<file path="src/rtl/lsu_ctrl.sv">
// Load/store unit controller: accepts one CPU request at a time, performs
// word or byte loads/stores against a 16-bit-wide data memory (byte stores
// use read-modify-write), and returns a response held until accepted.
module lsu_ctrl #(
   parameter int DEPTH = 128
) (
   input  logic        clk,
   input  logic        reset,
   input  logic        req_valid,
   output logic        req_ready,
   input  logic        req_we,
   input  logic        req_byte,
   input  logic [15:0] req_addr,
   input  logic [15:0] req_wdata,
   output logic        resp_valid,
   input  logic        resp_ready,
   output logic [15:0] resp_rdata,
   output logic        resp_err,
   output logic [15:0] mem_addr,
   output logic        mem_we,
   output logic [15:0] mem_wdata,
   input  logic [15:0] mem_rdata
);

   typedef enum logic [1:0] {IDLE, RD, WR, RESP} state_t;

   localparam logic [15:0] DEPTH_W = 16'(DEPTH);

   state_t      state;
   state_t      state_next;

   logic        lat_we;
   logic        lat_byte;
   logic        lat_lo;
   logic [14:0] lat_idx;
   logic [15:0] lat_wdata;
   logic [15:0] rdata_q;
   logic        err_q;

   logic        accept;
   logic        req_err;
   logic [15:0] sel_byte;
   logic [15:0] merged;

   // A request is taken only while idle; it is rejected when the word index
   // is outside the memory or a word access is not halfword aligned.
   assign accept   = req_valid && (state == IDLE);
   assign req_err  = ({1'b0, req_addr[15:1]} >= DEPTH_W) || (!req_byte && req_addr[0]);

   // Little-endian byte select for loads and byte merge for byte stores.
   assign sel_byte = lat_lo ? {8'h00, mem_rdata[15:8]} : {8'h00, mem_rdata[7:0]};
   assign merged   = lat_lo ? {lat_wdata[7:0], mem_rdata[7:0]}
                            : {mem_rdata[15:8], lat_wdata[7:0]};

   // State register; an asserted reset returns to IDLE immediately, which
   // also drops mem_we at once because all outputs decode from the state.
   always_ff @(posedge clk or negedge reset) begin
      if (!reset) begin
         state <= IDLE;
      end else begin
         state <= state_next;
      end
   end

   // Request latch at acceptance, then load-data capture or merged-word
   // capture on the edge that leaves RD.
   always_ff @(posedge clk or negedge reset) begin
      if (!reset) begin
         lat_we    <= 1'b0;
         lat_byte  <= 1'b0;
         lat_lo    <= 1'b0;
         lat_idx   <= '0;
         lat_wdata <= '0;
         rdata_q   <= '0;
         err_q     <= 1'b0;
      end else if (accept) begin
         lat_we    <= req_we;
         lat_byte  <= req_byte;
         lat_lo    <= req_addr[0];
         lat_idx   <= req_addr[15:1];
         lat_wdata <= req_wdata;
         rdata_q   <= '0;
         err_q     <= req_err;
      end else if (state == RD) begin
         if (lat_we) begin
            lat_wdata <= merged;
         end else begin
            rdata_q <= lat_byte ? sel_byte : mem_rdata;
         end
      end
   end

   // Next-state selection and Moore-style output decode.
   always_comb begin
      state_next = state;
      req_ready  = 1'b0;
      resp_valid = 1'b0;
      resp_rdata = '0;
      resp_err   = 1'b0;
      mem_addr   = '0;
      mem_we     = 1'b0;
      mem_wdata  = '0;
      case (state)
         IDLE: begin
            req_ready = 1'b1;
            if (req_valid) begin
               if (req_err) begin
                  state_next = RESP;
               end else if (!req_we || req_byte) begin
                  state_next = RD;
               end else begin
                  state_next = WR;
               end
            end
         end
         RD: begin
            mem_addr   = {1'b0, lat_idx};
            state_next = lat_we ? WR : RESP;
         end
         WR: begin
            mem_addr   = {1'b0, lat_idx};
            mem_we     = 1'b1;
            mem_wdata  = lat_wdata;
            state_next = RESP;
         end
         RESP: begin
            resp_valid = 1'b1;
            resp_rdata = rdata_q;
            resp_err   = err_q;
            if (resp_ready) begin
               state_next = IDLE;
            end
         end
         default: begin
            state_next = IDLE;
         end
      endcase
   end

endmodule

</file>
<file path="config.mk">
export PLATFORM = sky130hd
export DESIGN_NAME = lsu_ctrl
export DESIGN_NICKNAME = d
export VERILOG_FILES = /design/src/rtl/lsu_ctrl.sv
export SDC_FILE = /design/constraint.sdc
export NUM_CORES = 1
export LEC_CHECK = 0
export ABC_AREA = 1
export CAP_MARGIN = 20
export CORE_MARGIN = 4
export CORE_UTILIZATION = 40
export CTS_CLUSTER_SIZE = 30
export DETAILED_ROUTE_END_ITERATION = 10
export PLACE_DENSITY = 0.75
export SETUP_SLACK_MARGIN = 0.5
export SLEW_MARGIN = 0
export SYNTH_ARGS = -nofsm -noshare
export SYNTH_HDL_FRONTEND = slang
export SYNTH_SLANG_ARGS = --single-unit
</file>
<file path="constraint.sdc">
create_clock -name clk -period 1.5 [get_ports clk]
set_input_delay 0.3 -clock clk [delete_from_list [all_inputs] [get_ports clk]]
set_output_delay 0.3 -clock clk [all_outputs]
set_load 0.1 [all_outputs]
</file>
==> results.cfg <==
[outcome]
violations = negative hold slack, negative setup slack
status = finished, violations left

[critical_path]
ff2ff_path_depth = 10
critical-path-slowest-cell = dfrtp_1
cpMostUsedCell = buf_12
cp-start-kind = register
critPathCaptureType = primary output
path_max_fanout = 8
worstReg2RegStart = state[1]$_DFFE_PN0P_
cp.required_ns = 1.20
path_cells = inv_2, ha_4, buf_12, nand2_4, clkinvlp_4, buf_12
slowest_delay_ns = 0.43
r2r_end = state[0]$_DFFE_PN0P_
cp.arrival_ns = 1.61
crit_type = reg -> out
reg2reg_slack_ns = -0.18

[detailed_routing]
routed_wl_mm = 13.7
vias = 3723
antenna_left = 0
wl_per_cell_um = 19.9
vias_per_cell = 5.43
drt-initial-drc-count = 330
drc = 0
dr.pass1.iters = 5

[timing]
fmax_mhz = 523
rsz0062_at_grt = yes
final-max-slew-violation-count = 0
fin_ws_ns = -0.413
whs_ns = -0.0816
finalCriticalPeriod_ns = 1.91
fin_crit_sh = 1.28
finClkSkew_ns = 0.0191
finalHoldViolCount = 16
setup_viol = 83

[floorplan]
rows = 31
die_h_um = 94.9
die_area_mm2 = 0.00901
start_util = 0.415
io_pins = 106
die_w_um = 94.9
core_mm2 = 0.00729

[clock_network]
cts_made_buffers = 5
clock-sinks = 53
insertion_delay_ns = 0.32
clock_path_buffers = 2
cts_root_buf = clkbuf_8
cts.clk_slew.worst_paths_ns = 0.10
cts.htree.levels = 2
cts_tree = done

[grt]
grt_pass1_vias = 3574
grt_max_degree = 27
grt-ovfl-total = 0
antenna_found_initial = 0
track_usage = 0.251
grt_util_met3 = 0.0733
grt_pass1_wl_mm = 17.5
top_usage_layer = met2
met2_usage = 0.436
use_met1 = 0.291

[placed_design]
place_congestion = 0.852
dpl-instance-area_mm2 = 0.00516
dp.final_hpwl_mm = 7.13
io_buffers = 104

[synth]
ys_warn_count = 0
syn_nets = 494
ys_seq_area_frac = 0.439
netlist_instances = 435
synth_area_mm2 = 0.00302
synth.distinct_cells = 22
syn_area_per_cell_um2 = 6.95
synth_seq_cells = 53

[cells_and_area]
syn_to_final_growth_pct = 109
antenna_cells = 0
mostFrequentLayoutCells = nand2_1, buf_12, clkdlybuf4s50_1
fin_nets = 645
final_common_cell = nand2_1
fin_util = 0.865
fillers = 358
design_area_mm2 = 0.00631
drive_gt1_frac = 0.496

[flow_run]
drv_cap = 0

[worst_hold_path]
min_path_type = in -> async
flip-flops by register name, indices dropped and copies added (netlist names):
name	count
state	2
err_q	1
rdata_q	16
lat_we	1
lat_idx	15
lat_lo	1
lat_wdata	16
lat_byte	1
cell type report:
type / instances / area [um^2] / share of cell area
clock buffer: 5 / 68.8 / 0.0109
clock inverter: 3 / 46.3 / 0.00734
inverter: 79 / 504 / 0.0799
multi-input combinational: 285 / 1920 / 0.304
sequential: 53 / 1330 / 0.211
tap: 99 / 124 / 0.0196
timing repair buffer: 160 / 2300 / 0.365
timing repair inverter: 2 / 12.5 / 0.00198
cell usage after synthesis:
| cell | number | area (um^2) |
|---|---|---|
| dfrtp_1 | 53 | 1330 |
| o211ai_1 | 8 | 60.1 |
| nand2_1 | 181 | 679 |
| nand2_2 | 3 | 18.8 |
| o21ai_4 | 1 | 16.3 |
| buf_2 | 9 | 45.0 |
| conb_1 | 1 | 3.75 |
| ha_1 | 5 | 62.6 |
| nor2_4 | 3 | 33.8 |
| nor2_1 | 19 | 71.3 |
| inv_1 | 74 | 278 |
| buf_6 | 3 | 33.8 |
| inv_2 | 3 | 11.3 |
| nand3_1 | 35 | 175 |
| clkbuf_1 | 3 | 11.3 |
| buf_4 | 4 | 30.0 |
| nand2_4 | 2 | 22.5 |
| inv_4 | 2 | 12.5 |
| o21ai_0 | 20 | 100 |
| o21ai_1 | 2 | 10.0 |
| a31oi_1 | 1 | 6.26 |
| a21oi_1 | 3 | 15.0 |
worst max-delay path by stage:
| stage | depth (start not counted) | startpoint | end |
|---|---|---|---|
| floorplan | 6 | state[0]$_DFFE_PN0P_ | mem_wdata[5] |
| global placement | 7 | req_valid | lat_wdata[2]$_DFFE_PN0P_ |
| detailed placement | 7 | req_valid | lat_wdata[1]$_DFFE_PN0P_ |
| CTS | 6 | state[0]$_DFFE_PN0P_ | resp_rdata[13] |
| global route | 6 | state[0]$_DFFE_PN0P_ | mem_wdata[5] |
| finish | 6 | state[0]$_DFFE_PN0P_ | mem_wdata[5] |
worst max-delay path, delay by kind of cell, from the launching register on:
kind          cells  cell delay, ns
simple gates      1            0.06
fa+ha+maj         1            0.24
buf+inv           4            0.57
flops             1            0.43
per-stage QoR:
stage / TNS (ns) / hold WS [ns] / setup slack, ns / instances
CTS: -17.96 / -0.0641 / -0.375 / 669
global route: -26.14 / -0.0610 / -0.466 / 686
floorplan: -20.41 / 0.00441 / -0.394 / 435
finish: -21.02 / -0.0816 / -0.413 / 686
detailed placement: -4.53 / 0.266 / -0.121 / 641
global placement: -2.62 / 0.266 / -0.0849 / 641
metal layers:
| layer | share of wire | vias to the layer above |
|---|---|---|
| li1 | - | 1611 |
| met1 | 0.34 | 1758 |
| met2 | 0.49 | 276 |
| met3 | 0.11 | 78 |
| met4 | 0.061 | 0 |
| met5 | 0 | - |
kinds of logic after synthesis:
family          count (synthesis)  synth area share
other cells                     1           0.00124
fa+ha+maj                       5            0.0207
buf+inv                        98             0.139
flops                          53             0.439
simple gates                  243             0.331
compound gates                 35            0.0687
what timing repair did:
action / CTS / global route
setup buffers: 14 / 13
resized for setup: 94 / 87
pin swaps: 14 / 23
endpoints found under the hold margin: 16 / 16
setup endpoints to repair: 104 / 104
cloned: 6 / 4
Power is not shown: default switching activity piles up to over one toggle a cycle in this logic, so the estimate is an artifact.
